`src/rtl/dwt_axis_packer.sv`:
```
// rtl/dwt_axis_packer.sv - packs DWT samples into LANES-wide AXI-Stream beats through a FWFT FIFO
// Optional frame counter compiled in with PACKER_FRAME_CNT_EN.
module dwt_axis_packer #(
    parameter int IN_WIDTH   = 8,
    parameter int LANES      = 4,
    parameter int HEIGHT     = 256,
    parameter int WIDTH      = 256,
    parameter int FIFO_DEPTH = 16
) (
    input  logic                      clk,
    input  logic                      rst,
    input  logic [IN_WIDTH-1:0]       in_data,
    input  logic                      in_valid,
    output logic [IN_WIDTH*LANES-1:0] m_tdata,
    output logic                      m_tvalid,
    input  logic                      m_tready,
    output logic                      m_tlast,
    output logic                      overflow,
    output logic                      frame_done,
    output logic [15:0]               frame_count
);

    localparam int FRAME = HEIGHT * WIDTH;
    localparam int BW    = IN_WIDTH * LANES;
    localparam int LW    = (LANES > 1) ? $clog2(LANES) : 1;
    localparam int SW    = (FRAME > 1) ? $clog2(FRAME) : 1;
    localparam int AW    = $clog2(FIFO_DEPTH);
    localparam logic [LW-1:0] LANE_LAST = LW'(LANES - 1);
    localparam logic [SW-1:0] SMP_LAST  = SW'(FRAME - 1);

    generate
        if ((FRAME % LANES) != 0) begin : g_bad_frame
            $error("HEIGHT*WIDTH must be a multiple of LANES");
        end
        if ((FIFO_DEPTH < 2) || ((FIFO_DEPTH & (FIFO_DEPTH - 1)) != 0)) begin : g_bad_depth
            $error("FIFO_DEPTH must be a power of 2 and at least 2");
        end
    endgenerate

    typedef enum logic {IDLE, PACK} state_t;

    state_t          state_q, state_d;
    logic [LW-1:0]   lane_q, lane_d;
    logic [SW-1:0]   smp_q, smp_d;
    logic [BW-1:0]   beat_q, beat_word;
    logic [AW:0]     wr_ptr_q, rd_ptr_q;
    logic [BW:0]     mem_q [FIFO_DEPTH];
    logic [BW:0]     head;
    logic            overflow_q, frame_done_q;
    logic            empty, full, pop, beat_done, push, drop, last_smp;

    assign empty     = (wr_ptr_q == rd_ptr_q);
    assign full      = (wr_ptr_q[AW] != rd_ptr_q[AW]) &&
                       (wr_ptr_q[AW-1:0] == rd_ptr_q[AW-1:0]);
    assign head      = mem_q[rd_ptr_q[AW-1:0]];
    assign pop       = !empty && m_tready;
    assign beat_done = in_valid && (lane_q == LANE_LAST);
    // A full FIFO still takes the beat when the head leaves on the same edge.
    assign push      = beat_done && (!full || pop);
    assign drop      = beat_done && full && !pop;
    assign last_smp  = (smp_q == SMP_LAST);

    always_comb begin
        beat_word = beat_q;
        beat_word[int'(lane_q) * IN_WIDTH +: IN_WIDTH] = in_data;
    end

    always_comb begin
        lane_d  = lane_q;
        smp_d   = smp_q;
        state_d = state_q;
        if (in_valid) begin
            lane_d = (lane_q == LANE_LAST) ? '0 : lane_q + 1'b1;
            smp_d  = last_smp ? '0 : smp_q + 1'b1;
        end
        case (state_q)
            IDLE:    if (in_valid && !last_smp) state_d = PACK;
            PACK:    if (in_valid && last_smp)  state_d = IDLE;
            default: state_d = IDLE;
        endcase
    end

    // Counters advance even on a dropped beat so frame alignment survives overflow.
    always_ff @(posedge clk or negedge rst) begin
        if (!rst) begin
            state_q      <= IDLE;
            lane_q       <= '0;
            smp_q        <= '0;
            beat_q       <= '0;
            wr_ptr_q     <= '0;
            rd_ptr_q     <= '0;
            overflow_q   <= 1'b0;
            frame_done_q <= 1'b0;
        end else begin
            state_q      <= state_d;
            lane_q       <= lane_d;
            smp_q        <= smp_d;
            if (in_valid) beat_q <= beat_word;
            if (push)     wr_ptr_q <= wr_ptr_q + 1'b1;
            if (pop)      rd_ptr_q <= rd_ptr_q + 1'b1;
            if (drop)     overflow_q <= 1'b1;
            frame_done_q <= pop && head[BW];
        end
    end

    always_ff @(posedge clk) begin
        if (push) mem_q[wr_ptr_q[AW-1:0]] <= {last_smp, beat_word};
    end

`ifdef PACKER_FRAME_CNT_EN
    logic [15:0] frame_count_q;
    always_ff @(posedge clk or negedge rst) begin
        if (!rst)                     frame_count_q <= '0;
        else if (pop && head[BW])     frame_count_q <= frame_count_q + 16'd1;
    end
    assign frame_count = frame_count_q;
`else
    assign frame_count = 16'd0;
`endif

    assign m_tvalid   = !empty;
    assign m_tdata    = empty ? '0 : head[BW-1:0];
    assign m_tlast    = !empty && head[BW];
    assign overflow   = overflow_q;
    assign frame_done = frame_done_q;

endmodule

```
`config.mk`:
```
export PLATFORM = sky130hd
export DESIGN_NAME = dwt_axis_packer
export DESIGN_NICKNAME = d
export VERILOG_FILES = /design/src/rtl/dwt_axis_packer.sv
export SDC_FILE = /design/constraint.sdc
export NUM_CORES = 1
export LEC_CHECK = 0
export BUFFER_PORTS_ARGS = -buffer_cell sky130_fd_sc_hd__buf_4
export CORE_ASPECT_RATIO = 1.75
export CORE_MARGIN = 2
export CORE_UTILIZATION = 56
export CTS_BUF_LIST = sky130_fd_sc_hd__clkbuf_16
export CTS_CLUSTER_SIZE = 10
export DETAILED_ROUTE_END_ITERATION = 16
export GPL_TIMING_DRIVEN = 0
export PLACE_DENSITY = 0.86
export SKIP_CTS_REPAIR_TIMING = 1
export SYNTH_ARGS = -nofsm -noshare
export SYNTH_HDL_FRONTEND = slang
export SYNTH_SLANG_ARGS = --single-unit
```
`constraint.sdc`:
```
create_clock -name clk -period 3.7 [get_ports clk]
set_input_delay 0.37 -clock clk [delete_from_list [all_inputs] [get_ports clk]]
set_output_delay 0.37 -clock clk [all_outputs]
set_load 0.05 [all_outputs]
```
## Yosys cells after proc, flatten, opt, wreduce, memory -nomap -nowiden

Memories as Yosys holds them, arrays and structs flattened.
Cells that the tools add are included.

| cells by class | value |
|---|---|
| equality and inequality tests | 5 |
| mux-type cells | 6 |
| shifts and indexed selects | 2 |
| reductions and logical operators | 12 |
| $add $sub $neg | 5 |

Operators by type and width:

| cell | number |
|---|---|
| $neg 5->33 | 1 |
| $shift 8x33->32 const A | 1 |
| $shiftx 8x33->32 | 1 |
| $bwmux 32 | 1 |
| $mux 32 | 1 |
| $add 16x1->16 const B | 1 |
| $eq 16x16->1 const B | 1 |
| $mux 16 | 1 |
| $add 5x1->5 const B | 2 |
| $logic_and 1x1->1 | 8 |
| $eq 5x5->1 | 1 |
| $eq 4x4->1 | 1 |
| $logic_not 1->1 | 3 |
| $add 2x1->2 const B | 1 |
| $eq 2x2->1 const B | 1 |
| $mux 1 | 2 |
| $mux 2 | 1 |
| $logic_or 1x1->1 | 1 |
| $ne 1x1->1 | 1 |

| storage, ports and cells | value |
|---|---|
| word-level logic and storage cells | 38 |
| RAM bits | 528 |
| bits of input ports | 12 |
| memories kept | 1 |
| output and inout bits | 52 |
| register bits | 62 |

Memories:

| memory | depth | bits a word | rd ports | clocked after memory_dff | wr ports | line | RTL |
|---|---|---|---|---|---|---|---|
| mem_q | 16 | 33 | 1 | 0 | 1 | 47 | `logic [BW:0] mem_q [FIFO_DEPTH];` |

## Depth between registers and ports, before layout

Gate-level depths: netlist of run 1.

| logic depth | value |
|---|---|
| depth after elaboration | 7 |
| depth in mapped cells | 7 |
| gate-level depth less buffers | 6 |

## Worst setup path after synthesis of run 1

OpenSTA, ideal clock, no wires.

| timing | value |
|---|---|
| path kind | register to register |
| start point | reg rd_ptr_q[4] |
| end point | mem mem_q[15][0] in the netlist's numbering, enable pin |
| period minus slack after synthesis | 3594 ps |
| buffers on the path | 0 |
| library setup time | 457 ps |
| path slack | 106 ps |
| required time | 3243 ps |
| data arrival time | 3138 ps |
| stages on the path, launching flop included | 4 |
| path through | dfrtp_1 -> xnor2_1 -> nor2_1 -> a2111oi_2 |

| on the way | value |
|---|---|
| word-level cells in the longest chain between the ends | 7 |
| elaborated cells between the ends (all ways) | 10 |
| classes of those cells | 2 x eq/ne; 2 x mux; 6 x reduce/logical |

RTL lines:

| what | line | RTL |
|---|---|---|
| start: declaration | 46 | `logic [AW:0] wr_ptr_q, rd_ptr_q;` |
| start signal: assignment | 100 | `if (pop) rd_ptr_q <= rd_ptr_q + 1'b1;` |
| $eq 5x5->1 / $ne 1x1->1 (equally long branches) | 52, 53 |  |
| $logic_not 1->1 / $logic_and 1x1->1 (equally long branches) | 56, 53 |  |
| $logic_and 1x1->1 / $logic_not 1->1 (equally long branches) | 56, 59 |  |
| $logic_or 1x1->1 * | 59 | `assign push = beat_done && (!full \|\| pop);` |
| $logic_and 1x1->1 * | 59 |  |
| $mux 1 * | 107 | `if (push) mem_q[wr_ptr_q[AW-1:0]] <= {last_smp, beat_word};` |
| $mux 1 (implied by the code) * | 107 |  |
| end: declaration | 47 |  |

Every way passes the cells marked *; elsewhere a longest branch is shown, timed or not.

## Worst setup path in the final report of run 1

| timing | value |
|---|---|
| start point | reg rd_ptr_q[1] |
| end point | out m_tdata[27] |

| on the way | value |
|---|---|
| word-level cells in the longest chain between the ends | 2 |
| elaborated cells between the ends (all ways) | 3 |
| classes of those cells | 1 x eq/ne; 1 x mux; 1 x memory |

RTL lines:

| what | line | RTL |
|---|---|---|
| $mem_v2 16x33 / $eq 5x5->1 (equally long branches) | n/a |  |
| $mux 32 * | 122 | `assign m_tdata = empty ? '0 : head[BW-1:0];` |
| end: declaration | 14 | `output logic [IN_WIDTH*LANES-1:0] m_tdata,` |

Marked as above.

==> impl_metrics.ini, run 1 <==
[setup_path]
arrival_ps = 3320
timing.critical_path.slowest_cell_delay_ps = 520
cpMostUsedCell = sky130_fd_sc_hd__buf_2
cp_cell_sequence = buf_2, buf_2, clkbuf_2, mux4_2, a22oi_1, a21oi_1, buf_4
crit_path_max_fanout = 10
worstPathBufferInverterCount = 4
crit_path_start_kind = flop
timing_worst_setup_path_type = flop to primary output
worst_path_dominant_cell_family = buffers and inverters
cpMaxStageDelayCell = sky130_fd_sc_hd__buf_2
cp-end-kind = primary output
timing.critical_path.required_ps = 3330

[synthesis]
synth.lib_cells_used.distinct = 44
avgSynthCellArea_um2 = 19.6
postSynth.asyncResetShare = 0.105
synth_largest_area_cell = sky130_fd_sc_hd__edfxtp_1
synthMostInstantiatedCell = sky130_fd_sc_hd__edfxtp_1
ys_top_cells_by_count = sky130_fd_sc_hd__edfxtp_1 (528), sky130_fd_sc_hd__mux4_2 (131), sky130_fd_sc_hd__a22oi_1 (64)
synth.cell_area_um2 = 23200
number_of_enable_type_register_cells_in_the_synthesized_netlist = 528
synth_seq_cells = 590
ys.warnings.count = 0
dominantRegCellSynth = sky130_fd_sc_hd__edfxtp_1
ys_top_cells_by_area = sky130_fd_sc_hd__edfxtp_1 (68%), sky130_fd_sc_hd__mux4_2 (13%), sky130_fd_sc_hd__dfrtp_1 (6.7%)
seq_area_frac_synth = 0.751
synth_top_area_share = 0.684
synth_cells = 1183

[power_and_ir_drop]
clock_power_share = 0.254
switchingPower_mw = 8.31
max-vdd-ir-drop_v = 0.000698
switching_part_of_the_total = 0.364
internal_power_mw = 14.5
seq_power_share = 0.381
power.density_nw_per_um2 = 858
power.static_leakage_nw = 9.19
relative_contribution_of_combinational_cells_to_total_power = 0.365
power_mw = 22.8

[global_route]
grt_max_degree = 63
initial_antenna_violation_count = 0
grt.total_usage = 0.287
grt_pass1_vias = 13800
grt_first_pass_wirelength_um = 87900
globalRouteOverflowTotal = 0

[placement]
place_hpwl_um = 34100
place.detailed.instances = 1820
placement.cell_area_um2 = 24700
globalplace.congestion = 0.814
detailedPlace.worstSlack_ps = 385
port-buffer-count = 46

[sta]
fmax_mhz = 271
slew_headroom = 0.150
fin_crit_ps = 3690
final.setup_skew_ps = 24.4
fin_tns_setup_ps = 0
pin_slew_with_the_least_headroom_to_its_limit_ps = 1270
fin_crit_sh = 0.998
finalHoldViolCount = 0
setup_viol = 0
slew_viol_final = 0
final.setup.worst_slack_ps = 7.25

[finish]
final_nets = 1368
layout-area-overhead-vs-synth_pct = 15.0
fraction_of_layout_instances_using_a_drive_strength_above_1 = 0.265
finish.instance_area_um2 = 26600
final-instance-count-excl-fill = 1926

[die]
fp.coreArea_um2 = 40800
start_util = 0.567
die_outline_height_um = 273
design.die.area_um2 = 43100
io_pins = 64
floorplan.die.width_um = 158
floorplan.rows = 98

[cts]
tritoncts_sink_count = 590
ctsRootBufferMaster = sky130_fd_sc_hd__clkbuf_16
cts_made_buffers = 68
clk-insertion-delay-late_ps = 580
cts_buffer_depth = 3
tritoncts = built
clk_pin_slew_worst_paths_ps = 60
htree_levels = 3

[detailed_routing]
firstDrtPassIters = 6
final_routed_drc_violation_total = 0
routed_wl_um = 59900
vias_per_cell = 6.76
ant_nets = 0
routed-via-count = 13000
drt_first_iter_violations = 1864
drt-wirelength-per-cell_um = 31.1

[run]
max_cap_violations = 0

[run_status]
status = complete, no violations

[min_path]
hold_class = input pin to flop
-- stage by stage --
step | utilization | hold WS, ps
finish | 0.652 | 118
global route | 0.652 | 125
CTS | 0.651 | -75.9
detailed placement | 0.605 | 474
global placement | 0.594 | 459
floorplan | - | 74.4
-- per-layer routing --
| metal | share of wire | vias to the layer above | GRT usage |
|---|---|---|---|
| li1 | - | 5048 | - |
| met1 | 0.31 | 6553 | 0.348 |
| met2 | 0.51 | 1123 | 0.471 |
| met3 | 0.11 | 304 | 0.0561 |
| met4 | 0.069 | 0 | 0.186 |
| met5 | 0 | - | 0 |
-- worst paths after layout --
path / to / from / depth (start not counted) / slack (ps)
max: m_tdata[27] / rd_ptr_q[1] / 7 / 7
min: frame_done / m_tready / 3 / 120
max reg2reg: beat_q[7] / lane_q[0] / 7 / 540
min reg2reg: smp_q[6] / smp_q[6] / 1 / 490
max in group asynchronous: rd_ptr_q[0] / rst / 2 / 2670
min in group asynchronous: beat_q[5] / rst / 2 / 460
-- logic make-up after synthesis --
kind of cell,share of synthesized area
AOI/OAI and AO/OA,0.0423
xor gates and xnor gates,0.00983
buffers and inverters,0.0221
other,0.000162
muxes,0.138
and+or+nand+nor,0.0298
adders and majority gates,0.00594
DFF,0.751
-- power groups by stage --
stage | logic [mW] | clock network (mW) | registers [mW]
4_1_cts | 8.24 | 5.80 | 8.69
3_5_place_dp | 8.05 | 0 | 8.79
2_1_floorplan | 5.46 | 0 | 8.75
5_1_grt | 8.72 | 6.04 | 8.71
3_3_place_gp | 7.68 | 0 | 8.77
6_report | 8.34 | 5.81 | 8.70
-- area by class of cell --
type | instances | area [um^2]
sequential | 590 | 17400
multi-input combinational | 495 | 5340
buffer | 79 | 413
tap | 550 | 688
clock buffer | 69 | 1730
inverter | 34 | 128
timing repair buffer | 77 | 810
fill | 2412 | 14200
antenna | 1 | 2.50
clock inverter | 31 | 126
-- worst reg2reg max path, stage by stage, from the launching register on --
cell and delay, ps:
sky130_fd_sc_hd__dfrtp_1 460, sky130_fd_sc_hd__inv_1 230, sky130_fd_sc_hd__ha_1 460, sky130_fd_sc_hd__nor4bb_1 420
sky130_fd_sc_hd__clkbuf_1 390, sky130_fd_sc_hd__nand2_1 140, sky130_fd_sc_hd__o21ai_1 680, sky130_fd_sc_hd__mux2_2 330
-- cells in the final DEF (no fill, tap or decap), drive strengths merged, types with 4 or more instances in the layout --
| cell type | count |
|---|---|
| nand2 | 53 |
| nand2b | 10 |
| a22oi | 64 |
| edfxtp | 528 |
| inv | 65 |
| buf | 109 |
| o21ai | 27 |
| a22o | 7 |
| ha | 11 |
| a31oi | 9 |
| xnor2 | 14 |
| mux4 | 131 |
| dfrtp | 62 |
| and3 | 13 |
| clkbuf | 115 |
| nand4 | 6 |
| and2 | 7 |
| conb | 16 |
| mux2 | 21 |
| nand3 | 5 |
| nor2b | 5 |
| a21oi | 37 |
| nor2 | 24 |
| nor3 | 4 |
| xor2 | 12 |
-- registers in the layout, indices dropped and copies added, names as in the netlist --
name	count
wr_ptr_q	5
mem_q	528
frame_done	1
rd_ptr_q	5
lane_q	2
beat_q	32
overflow	1
smp_q	16
Power figures use the tool's default switching activity.
==> run 2: changes to the inputs <==
--- a/config.mk
+++ b/config.mk
@@ -13,7 +13,7 @@
 export CTS_CLUSTER_SIZE = 10
 export DETAILED_ROUTE_END_ITERATION = 16
 export GPL_TIMING_DRIVEN = 0
-export PLACE_DENSITY = 0.86
+export PLACE_DENSITY = 0.84
 export SKIP_CTS_REPAIR_TIMING = 1
 export SYNTH_ARGS = -nofsm -noshare
 export SYNTH_HDL_FRONTEND = slang
==> run 2 against run 1 <==
Critical path depth stayed put. Cell count about the same. Power fell by 0.19%. Clock power about the same. Utilization barely moved. Worst setup slack better by 72 ps. Largest power group unchanged.
==> impl_metrics.ini, run 2 (synthesis results as in run 1) <==
[sta]
final.setup_skew_ps = 21.8
fmax_mhz = 276
rsz0062_at_grt = false
finalHoldViolCount = 0
fin_tns_setup_ps = 0
slew_headroom = 0.184
setup_viol = 0
fin_crit_sh = 0.979
slew_viol_final = 0
pin_slew_with_the_least_headroom_to_its_limit_ps = 1220
fin_crit_ps = 3620

[power_and_ir_drop]
power.static_leakage_nw = 9.20
relative_contribution_of_combinational_cells_to_total_power = 0.365
clock_power_share = 0.254
power_mw = 22.8
power.density_nw_per_um2 = 856
switching_part_of_the_total = 0.362
internal_power_mw = 14.5
max-vdd-ir-drop_v = 0.000718
seq_power_share = 0.381
switchingPower_mw = 8.26

[detailed_routing]
vias_per_cell = 6.65
firstDrtPassIters = 8
drt_first_iter_violations = 1593
routed-via-count = 12800
ant_nets = 0
drt-wirelength-per-cell_um = 30.6
final_routed_drc_violation_total = 0
routed_wl_um = 58900

[placement]
place_hpwl_um = 34000
port-buffer-count = 46
globalplace.congestion = 0.798
place.detailed.instances = 1821

[finish]
largest_reg_flops = 528
final-instance-count-excl-fill = 1925
final-seq-area_um2 = 17400
fraction_of_layout_instances_using_a_drive_strength_above_1 = 0.268
total_area_of_multi_input_combinational_cells_um2 = 5340
layout_common_cells = sky130_fd_sc_hd__edfxtp_1 (528), sky130_fd_sc_hd__mux4_2 (131), sky130_fd_sc_hd__buf_4 (74)
final_core_utilization = 0.652
final_nets = 1369
n_antenna_cell = 0
filler_cell_count = 2464
layout-area-overhead-vs-synth_pct = 15.0
mostFrequentLayoutCell = sky130_fd_sc_hd__edfxtp_1

[cts]
cts_buffer_depth = 3
clk_pin_slew_worst_paths_ps = 50
cts_made_buffers = 68
tritoncts = built
htree_levels = 3
tritoncts_sink_count = 590
ctsRootBufferMaster = sky130_fd_sc_hd__clkbuf_16
clk-insertion-delay-late_ps = 580

[global_route]
grt_first_pass_wirelength_um = 86000
globalRouteOverflowTotal = 0
initial_antenna_violation_count = 0
grt_pass1_vias = 13700
grt.total_usage = 0.281
grt_max_degree = 63

[run_status]
status = complete, no violations

[die]
io_pins = 64
design.die.area_um2 = 43100
floorplan.rows = 98
floorplan.die.width_um = 158
fp.coreArea_um2 = 40800
start_util = 0.567
die_outline_height_um = 273

[setup_path]
crit_path_max_fanout = 10
crit_path_start_kind = flop
timing_worst_setup_path_type = flop to primary output
cp-end-kind = primary output
timing.critical_path.required_ps = 3330
arrival_ps = 3250

[min_path]
hold_class = input pin to flop

[run]
max_cap_violations = 0
[run 2: changes by cell type in the layout (fill, tap and decap cells not counted)]
cell                       previous run  this run
sky130_fd_sc_hd__clkbuf_1            31        29
sky130_fd_sc_hd__o21ai_1             20        21
sky130_fd_sc_hd__diode_2              1         0
sky130_fd_sc_hd__buf_12              11        12
sky130_fd_sc_hd__buf_4               71        74
sky130_fd_sc_hd__inv_1               63        62
sky130_fd_sc_hd__clkbuf_2             8        10
sky130_fd_sc_hd__buf_16               4         3
sky130_fd_sc_hd__o21ai_0              7         6
sky130_fd_sc_hd__clkbuf_4             7         5
[run 2: critical path: stages, from the launching register on]
cell and delay (ps):
sky130_fd_sc_hd__dfrtp_1 340, sky130_fd_sc_hd__buf_2 330, sky130_fd_sc_hd__buf_2 500, sky130_fd_sc_hd__clkbuf_2 470
sky130_fd_sc_hd__mux4_2 380, sky130_fd_sc_hd__a22oi_1 320, sky130_fd_sc_hd__a21oi_1 120, sky130_fd_sc_hd__buf_4 200
[run 2: cell type report]
class | count | share of cell area
repair buffers | 78 | 0.0306
clock inverters | 30 | 0.00460
flip-flops and latches | 590 | 0.654
plain buffers | 79 | 0.0154
inverters | 34 | 0.00479
well taps | 550 | 0.0258
multi-input cells | 495 | 0.200
clock buffers | 69 | 0.0648
[run 2: final timing paths]
path / startpoint / to / slack [ps] / cells past startpoint
max: rd_ptr_q[1] / m_tdata[25] / 80 / 7
min: in_data[3] / beat_q[27] / 100 / 2
max reg2reg: lane_q[0] / mem_q[7][6] / 550 / 6
min reg2reg: smp_q[6] / smp_q[6] / 480 / 1
max in group asynchronous: rst / frame_done / 2690 / 2
min in group asynchronous: rst / beat_q[4] / 440 / 2
[run 2: power groups by stage]
stage               clock (mW)  sequential, mW  combinational, mW
floorplan                    0            8.75               5.46
global placement             0            8.77               7.67
detailed placement           0            8.78               8.06
CTS                       5.78            8.67               8.24
global route              6.04            8.70               8.71
finish                    5.79            8.68               8.33
[run 2: metal layers]
layer  vias up  global-route usage  routed length, um
li1       5053                   -                  -
met1      6477               0.330              18600
met3       265              0.0523               5600
met2      1013               0.486              31000
met5         -                   0                  0
met4         0               0.157               3670
[run 2: per-stage QoR]
stage / setup WS (ps) / hold slack, ps / area, um^2
final: 79.4 / 101 / 26600
after detailed placement: 385 / 474 / 24700
after global placement: -2010 / 459 / 24300
after global routing: 19.7 / 95.1 / 26600
after floorplan: 106 / 74.4 / 23200
after CTS: -208 / -69.0 / 26600
